$ cat config.mk
export PLATFORM = sky130hd
export DESIGN_NAME = gauss_win_ctrl
export DESIGN_NICKNAME = d
export VERILOG_FILES = /design/src/rtl/gauss_win_ctrl.sv
export SDC_FILE = /design/constraint.sdc
export NUM_CORES = 1
export LEC_CHECK = 0
export CORE_ASPECT_RATIO = 1.4
export CORE_MARGIN = 3
export CORE_UTILIZATION = 35
export CTS_BUF_LIST = sky130_fd_sc_hd__clkbuf_8
export DETAILED_ROUTE_END_ITERATION = 12
export HOLD_SLACK_MARGIN = 0.08
export PLACE_DENSITY = 0.63
export SLEW_MARGIN = 20
export SYNTH_ARGS = -nofsm -noshare
export SYNTH_HDL_FRONTEND = slang
export SYNTH_SLANG_ARGS = --single-unit
$ cat constraint.sdc
create_clock -name clk -period 3.2 [get_ports clk]
set_input_delay 0.8 -clock clk [delete_from_list [all_inputs] [get_ports clk]]
set_output_delay 0.8 -clock clk [all_outputs]
set_load 0.01 [all_outputs]
$ cat src/rtl/gauss_win_ctrl.sv
// gauss_win_ctrl: control plane for a 3x3 Gaussian window filter.
// Tracks the column/row of every accepted pixel and drives the line-buffer
// shift enable. It flags when a complete 3x3 window is available and delays
// that flag by the datapath latency to mark valid results. It also reports
// end-of-frame, frame activity and an unexpected start-of-frame.
module gauss_win_ctrl #(
  parameter int PIC_WIDTH  = 320,
  parameter int PIC_HEIGHT = 240,
  parameter int PIPE_LAT   = 2
) (
  input  logic       clk,
  input  logic       rst_n,
  input  logic       valid_in,
  input  logic       sof_in,
  output logic       lb_shift_en,
  output logic       win_valid,
  output logic       dout_valid,
  output logic [8:0] col,
  output logic [8:0] row,
  output logic       eof_out,
  output logic       busy,
  output logic       err_sof
);

  localparam logic [8:0] COL_LAST = 9'(PIC_WIDTH - 1);
  localparam logic [8:0] ROW_LAST = 9'(PIC_HEIGHT - 1);
  localparam logic [8:0] WIN_MIN  = 9'd2;

  typedef enum logic [1:0] {
    ST_IDLE = 2'd0,
    ST_FILL = 2'd1,
    ST_RUN  = 2'd2,
    ST_DONE = 2'd3
  } state_t;

  state_t        state_r;
  state_t        state_nxt_s;
  logic [8:0]    col_r;
  logic [8:0]    row_r;
  logic [8:0]    col_nxt_s;
  logic [8:0]    row_nxt_s;
  logic          win_valid_r;
  logic          win_nxt_s;
  logic          eof_r;
  logic          eof_nxt_s;
  logic          busy_r;
  logic          busy_nxt_s;
  logic          err_r;
  logic          err_nxt_s;
  logic          framing_s;
  logic          start_s;
  logic [PIPE_LAT-1:0] pipe_r;

  // A frame is in progress while filling the first two lines or running.
  assign framing_s = (state_r == ST_FILL) || (state_r == ST_RUN);

  // Any valid pixel tagged with sof starts (or restarts) a frame.
  assign start_s = valid_in && sof_in;

  // Shift enable follows each pixel that belongs to a frame; held off in reset.
  assign lb_shift_en = rst_n && valid_in && (framing_s || sof_in);

  // Next-state, counter update and registered-output decode.
  always_comb begin
    state_nxt_s = state_r;
    col_nxt_s   = col_r;
    row_nxt_s   = row_r;
    win_nxt_s   = 1'b0;
    eof_nxt_s   = 1'b0;
    err_nxt_s   = 1'b0;
    busy_nxt_s  = 1'b0;
    case (state_r)
      ST_IDLE, ST_DONE: begin
        if (start_s) begin
          state_nxt_s = ST_FILL;
          col_nxt_s   = 9'd0;
          row_nxt_s   = 9'd0;
        end else begin
          // Pixels without sof are dropped; DONE always lasts a single cycle.
          state_nxt_s = ST_IDLE;
        end
      end
      ST_FILL, ST_RUN: begin
        if (start_s) begin
          // Mid-frame sof: restart cleanly and report it; no window for it.
          state_nxt_s = ST_FILL;
          col_nxt_s   = 9'd0;
          row_nxt_s   = 9'd0;
          err_nxt_s   = 1'b1;
        end else if (valid_in) begin
          if (col_r == COL_LAST) begin
            col_nxt_s = 9'd0;
            row_nxt_s = row_r + 9'd1;
          end else begin
            col_nxt_s = col_r + 9'd1;
            row_nxt_s = row_r;
          end
          win_nxt_s = (row_nxt_s >= WIN_MIN) && (col_nxt_s >= WIN_MIN);
          if ((col_nxt_s == COL_LAST) && (row_nxt_s == ROW_LAST)) begin
            // Last pixel of the frame: counters keep its coordinates.
            state_nxt_s = ST_DONE;
            eof_nxt_s   = 1'b1;
          end else if (row_nxt_s >= WIN_MIN) begin
            state_nxt_s = ST_RUN;
          end else begin
            state_nxt_s = ST_FILL;
          end
        end else begin
          // No pixel this cycle: everything holds.
          state_nxt_s = state_r;
        end
      end
      default: begin
        state_nxt_s = ST_IDLE;
      end
    endcase
    busy_nxt_s = (state_nxt_s == ST_FILL) || (state_nxt_s == ST_RUN);
  end

  // State, counters and status pulses, synchronous active-low reset.
  always_ff @(posedge clk) begin
    if (!rst_n) begin
      state_r     <= ST_IDLE;
      col_r       <= 9'd0;
      row_r       <= 9'd0;
      win_valid_r <= 1'b0;
      eof_r       <= 1'b0;
      busy_r      <= 1'b0;
      err_r       <= 1'b0;
    end else begin
      state_r     <= state_nxt_s;
      col_r       <= col_nxt_s;
      row_r       <= row_nxt_s;
      win_valid_r <= win_nxt_s;
      eof_r       <= eof_nxt_s;
      busy_r      <= busy_nxt_s;
      err_r       <= err_nxt_s;
    end
  end

  // Delay line matching the datapath latency; cleared so reset drops results in flight.
  always_ff @(posedge clk) begin
    if (!rst_n) begin
      pipe_r <= '0;
    end else begin
      pipe_r[0] <= win_valid_r;
      for (int i = 1; i < PIPE_LAT; i++) begin
        pipe_r[i] <= pipe_r[i-1];
      end
    end
  end

  assign win_valid  = win_valid_r;
  assign dout_valid = pipe_r[PIPE_LAT-1];
  assign col        = col_r;
  assign row        = row_r;
  assign eof_out    = eof_r;
  assign busy       = busy_r;
  assign err_sof    = err_r;

endmodule

==> flow_metrics.py, run 1 <==
metrics = {
    "run_status": {
        "status": "complete, no violations",
    },
    "grt": {
        "grt_pass1_wl_um": 5830,
        "gr-total-overflow": 0,
        "gr-usage-met3_pct": 1.70,
        "busiest_layer": "met2",
        "antenna_found_initial": 0,
        "grt_pass1_vias": 1335,
        "grt_use_met2_pct": 25.1,
        "grt_usage_pct": 14.3,
        "use_met1_pct": 16.4,
        "grt_max_degree": 19,
    },
    "worst_hold_path": {
        "whs_path_depth": 1,
        "hold_class": "reg2reg",
        "min_to": "pipe_r[1]",
        "min_from": "pipe_r[0]",
    },
    "die": {
        "fp-row-count": 27,
        "die_x_um": 61.7,
        "die_h_um": 84.0,
        "initial_core_util_pct": 37.6,
        "dieArea_sq_mm": 0.00519,
        "io_pins": 28,
        "core_area_sq_mm": 0.00405,
    },
    "logic_synthesis": {
        "synth_cell_types": 48,
        "synth_area_per_cell_sq_um": 8.23,
        "yosysSeqAreaShare_pct": 34.2,
        "yosys_register_bits": 26,
        "syn_nets": 191,
        "yosysWarnings": 0,
        "yosysMostFrequentCell": "dfxtp_1",
        "syn_area_sq_mm": 0.00152,
        "netlist_instances": 185,
        "synth_edf_count": 0,
        "synthArstFlopShare_pct": 0,
        "synth_top_cells_by_count": "26 x dfxtp_1, 25 x nor2_1, 14 x nand2_1, 11 x xnor2_1, 10 x a21oi_1",
        "yosysTopAreaCell": "dfxtp_1",
        "yosys.area.top_type_share_pct": 34.2,
        "synth.area.top_cells": "dfxtp_1 34%, xnor2_1 6.3%, nor2_1 6.2%, xor2_1 4.0%, nand2_1 3.5%",
        "ys.flop_type": "dfxtp_1",
    },
    "worst_setup_path": {
        "worst_setup_path_start_kind": "input port",
        "r2r_slack_ns": 0.58,
        "worstReg2RegEnd": "state_r[0]",
        "cp_max_fo": 6,
        "worstPathRequired_ns": 2.40,
        "path_class": "in2out",
        "end_kind": "primary output",
        "rr_worst_depth": 7,
        "worstPathArrival_ns": 2.06,
        "r2r-start": "col[0]",
    },
    "power": {
        "total_power_w": 0.000581,
        "power.leakage_nw": 0.637,
        "p_clk_share_pct": 36.2,
        "seqPwrFrac_pct": 56.6,
        "max-vdd-ir-drop_mv": 0.124,
        "switchingPower_w": 0.000127,
        "combPwrFrac_pct": 7.2,
        "cellInternalPower_w": 0.000455,
        "p_per_area_mw_per_mm2": 311,
        "switching_share_pct": 21.8,
    },
    "sta": {
        "maxSlewHeadroom_pct": 64.9,
        "fin_crit_sh_pct": 89.4,
        "clock_skew_ns": 0.00369,
        "setup_tns_ns": 0,
        "fmax_ghz": 0.350,
        "slew_viol_final": 0,
        "worst_slew_pin_slew_ns": 0.522,
        "period_needed_ns": 2.86,
        "grt_setup_unrepaired": "no",
        "setup_viol": 0,
        "hold_violations": 0,
        "worst_hold_slack_ns": 0.444,
    },
    "job": {
        "cap_viol_max_count": 0,
    },
    "clock_tree": {
        "cts.clk_slew.worst_paths_ns": 0.08,
        "h-tree-depth": 1,
        "clk_latency_ns": 0.27,
        "cts_made_buffers": 3,
        "cts_root_buffer": "clkbuf_8",
        "cts.sinks": 26,
        "cts_tree": "yes",
        "post_cts_buffers": 0,
        "clock_path_buffers": 2,
        "ctsHoldBuffers": 0,
        "ctsResizeCount": 0,
    },
    "cells_and_area": {
        "drive_gt1_share_pct": 10.4,
        "syn2layout_area_growth_pct": 22.6,
        "ff_latch_area_sq_um": 520,
        "multi_input_area_sq_um": 918,
        "post-route-cell-area_sq_mm": 0.00187,
        "fill_cells": 411,
        "antenna_cells": 0,
        "num-nets-final": 218,
    },
    "detailed_routing": {
        "drc": 0,
        "antenna_left": 0,
        "wire_per_inst_um": 13.4,
        "via_per_inst": 5.56,
        "drt_iter0_markers": 40,
        "routed_wl_um": 3410,
        "dr.pass1.iters": 5,
        "vias": 1413,
    },
    "place": {
        "hpwl_um": 2570,
        "gp_congestion": 0.818,
        "port_buffers": 27,
        "dpl_cell_area_sq_mm": 0.00181,
    },
}
==> per-stage QoR <==
stage / std cells / setup WS (ns) / util (%)
after floorplan: 185 / 0.757 / -
after global placement: 250 / 0.354 / 44.7
after detailed placement: 250 / 0.323 / 44.7
after CTS: 254 / 0.324 / 46.0
after global routing: 254 / 0.293 / 46.0
final: 254 / 0.340 / 46.0
==> how the worst max path moves through the flow <==
stage               cells after the start           to   start  slack [ns]
floorplan                               7   state_r[0]  col[0]        0.76
global placement                        3  lb_shift_en   rst_n        0.35
detailed placement                      3  lb_shift_en   rst_n        0.32
CTS                                     3  lb_shift_en   rst_n        0.32
global route                            3  lb_shift_en   rst_n        0.29
finish                                  3  lb_shift_en   rst_n        0.34
==> logic make-up (layout without fill, tap and decap cells) <==
family | count (synthesis) | in the layout | synth area share (%)
and+or+nand+nor | 92 | 92 | 32.9
AOI/OAI and AO/OA | 34 | 34 | 15.4
DFF | 26 | 26 | 34.2
xor gates and xnor gates | 18 | 18 | 10.4
buffers and inverters | 13 | 39 | 5.50
adders and majority gates | 2 | 2 | 1.64
==> critical path, cell delays in order <==
cell             delay (ns)
clkdlybuf4s50_1        0.55
o211a_1                0.17
clkdlybuf4s50_1        0.53
==> layout make-up <==
type | count | area share (%)
multi-input combinational | 146 | 49.2
timing repair buffer | 32 | 16.5
clock buffer | 4 | 2.95
tap | 43 | 2.88
inverter | 3 | 0.603
sequential | 26 | 27.9
==> layout by cell type (no fill, tap or decap), types with 4 or more instances in the layout <==
| cell | count |
|---|---|
| clkdlybuf4s50_1 | 27 |
| dfxtp_1 | 26 |
| a21oi_1 | 10 |
| or3_1 | 4 |
| nor3_1 | 8 |
| buf_4 | 5 |
| nand4_1 | 4 |
| xnor2_1 | 11 |
| clkbuf_8 | 4 |
| nor2_1 | 25 |
| nand2_1 | 14 |
| o21ai_0 | 6 |
| xor2_1 | 7 |
| nand3_1 | 8 |
==> power groups by stage <==
stage	combinational [W]	clock, W	sequential, W
after CTS	0.0000424	0.000221	0.000329
after detailed placement	0.0000421	0	0.000336
after global placement	0.0000422	0	0.000336
final	0.0000420	0.000211	0.000329
after global routing	0.0000473	0.000230	0.000329
after floorplan	0.0000223	0	0.000337
==> state kept, by name (all words and copies together) (netlist names) <==
register and cells:
busy 1, col 9, eof_out 1, err_sof 1, pipe_r 2, row 9, state_r 2, win_valid 1
==> metal layers <==
layer / vias up / part of all wire (%)
met4: 0 / 2.3
met2: 26 / 52
met1: 659 / 43
met3: 7 / 2.4
met5: - / 0
li1: 721 / -
No activity file was read; power rests on OpenSTA's default activity.
==> run 2, diff against run 1 <==
Clock period 3.2 ns to 2.7 ns, I/O delays scaled along.
==> run 2 against run 1 <==
Against the previous run: clock skew decreased by 0.0017 ns; die area unchanged; flip-flop and latch count unchanged; clock power increased by 20%; core utilization increased by 0.96 points; routed wire length increased by 3.1%; cell count increased by 1.6%; register-to-register slack got worse by 0.34 ns; count of clock-buffer cells in the layout unchanged; sequential share of layout area decreased by 0.57 points.
==> flow_metrics.py, run 2 (same netlist as run 1, synthesis figures left out) <==
metrics = {
    "run_status": {
        "status": "complete, no violations",
    },
    "grt": {
        "use_met1_pct": 18.8,
        "gr-total-overflow": 0,
        "grt_pass1_wl_um": 6210,
        "antenna_found_initial": 0,
        "busiest_layer": "met2",
        "gr-usage-met3_pct": 1.39,
        "grt_usage_pct": 15.4,
        "grt_max_degree": 19,
        "grt_pass1_vias": 1380,
        "grt_use_met2_pct": 25.5,
    },
    "job": {
        "cap_viol_max_count": 0,
    },
    "cells_and_area": {
        "fill_cells": 428,
        "drive_gt1_share_pct": 12.1,
        "antenna_cells": 0,
        "layout_common_cells": "27 x clkdlybuf4s50_1, 26 x dfxtp_1, 25 x nor2_1",
        "final_common_cell": "clkdlybuf4s50_1",
        "syn2layout_area_growth_pct": 25.1,
        "num-nets-final": 222,
    },
    "sta": {
        "maxSlewHeadroom_pct": 72.2,
        "period_needed_ns": 2.58,
        "fmax_ghz": 0.387,
        "clock_skew_ns": 0.00198,
        "grt_setup_unrepaired": "no",
        "worst_hold_slack_ns": 0.447,
        "slew_viol_final": 0,
        "setup_viol": 0,
        "hold_violations": 0,
        "fin_crit_sh_pct": 95.6,
        "worst_slew_pin_slew_ns": 0.417,
        "setup_tns_ns": 0,
    },
    "worst_setup_path": {
        "cp_max_fo": 4,
        "worst_setup_path_start_kind": "input port",
        "path_class": "in2out",
        "worstPathArrival_ns": 1.91,
        "worstPathRequired_ns": 2.03,
        "end_kind": "primary output",
    },
    "clock_tree": {
        "post_cts_buffers": 0,
        "cts.sinks": 26,
        "clock_path_buffers": 2,
        "cts.clk_slew.worst_paths_ns": 0.09,
        "cts_made_buffers": 3,
        "cts_root_buffer": "clkbuf_8",
        "cts_tree": "yes",
        "ctsResizeCount": 0,
        "ctsHoldBuffers": 0,
        "clk_latency_ns": 0.27,
        "h-tree-depth": 1,
    },
    "detailed_routing": {
        "vias": 1434,
        "drc": 0,
        "dr.pass1.iters": 4,
        "antenna_left": 0,
        "drt_iter0_markers": 55,
        "via_per_inst": 5.56,
        "wire_per_inst_um": 13.6,
        "routed_wl_um": 3510,
    },
    "power": {
        "max-vdd-ir-drop_mv": 0.137,
        "power.leakage_nw": 0.658,
        "total_power_w": 0.000696,
        "p_per_area_mw_per_mm2": 365,
    },
    "worst_hold_path": {
        "hold_class": "reg2reg",
    },
    "die": {
        "io_pins": 28,
        "fp-row-count": 27,
        "dieArea_sq_mm": 0.00519,
        "core_area_sq_mm": 0.00405,
        "initial_core_util_pct": 37.6,
        "die_h_um": 84.0,
        "die_x_um": 61.7,
    },
    "place": {
        "hpwl_um": 2680,
        "gp_congestion": 0.786,
        "port_buffers": 27,
    },
}
run 2: changes by cell type in the layout (fill, tap and decap cells not counted):
cell	delta
buf_4	+4
nor4_4	+1
nor4_2	-1
run 2: per-stage QoR:
step	instance area (sq um)	setup slack [ns]	cells	util (%)
floorplan	1520	0.257	185	-
global placement	1840	0.130	254	45.4
detailed placement	1840	0.115	254	45.4
CTS	1900	0.109	258	46.8
global route	1910	0.0834	258	47.0
finish	1910	0.118	258	47.0
run 2: critical path, stage by stage:
cell and delay [ns]:
clkdlybuf4s50_1 0.53, o211a_1 0.17, clkdlybuf4s50_1 0.53
run 2: area by class of cell:
cell class                      instances  area, sq um  share of cell area, %
Tap cell                               43         53.8                   2.82
Timing Repair Buffer                   36          338                   17.7
Inverter                                3         11.3                  0.591
Multi-Input combinational cell        146          927                   48.7
Clock buffer                            4         55.1                   2.89
Sequential cell                        26          520                   27.3
run 2: path summary, 6_finish.rpt:
path              from     endpoint  slack (ns)  depth (start not counted)
min reg2reg  pipe_r[0]    pipe_r[1]        0.45                          1
max reg2reg     col[0]   state_r[0]        0.24                          7
min          pipe_r[0]    pipe_r[1]        0.45                          1
max             sof_in  lb_shift_en        0.12                          3
run 2: layer usage:
layer,wire length (um),up-vias
met5,0,-
met4,78,0
met3,72,4
met2,1880,22
met1,1480,681
li1,-,727
run 2: where the power goes:
part           switching [W]  internal (W)   total, W
clock network       0.000123      0.000131   0.000254
registers         0.00000288      0.000387   0.000390
logic              0.0000289     0.0000236  0.0000524
total               0.000155      0.000541   0.000696
==> run 3, diff against run 2 <==
Settings changed: SKIP_LAST_GASP set to 1, TNS_END_PERCENT set to 20.
==> results of run 3 <==
Same layout as run 2: the final DEF is identical, and so are final timing and power.
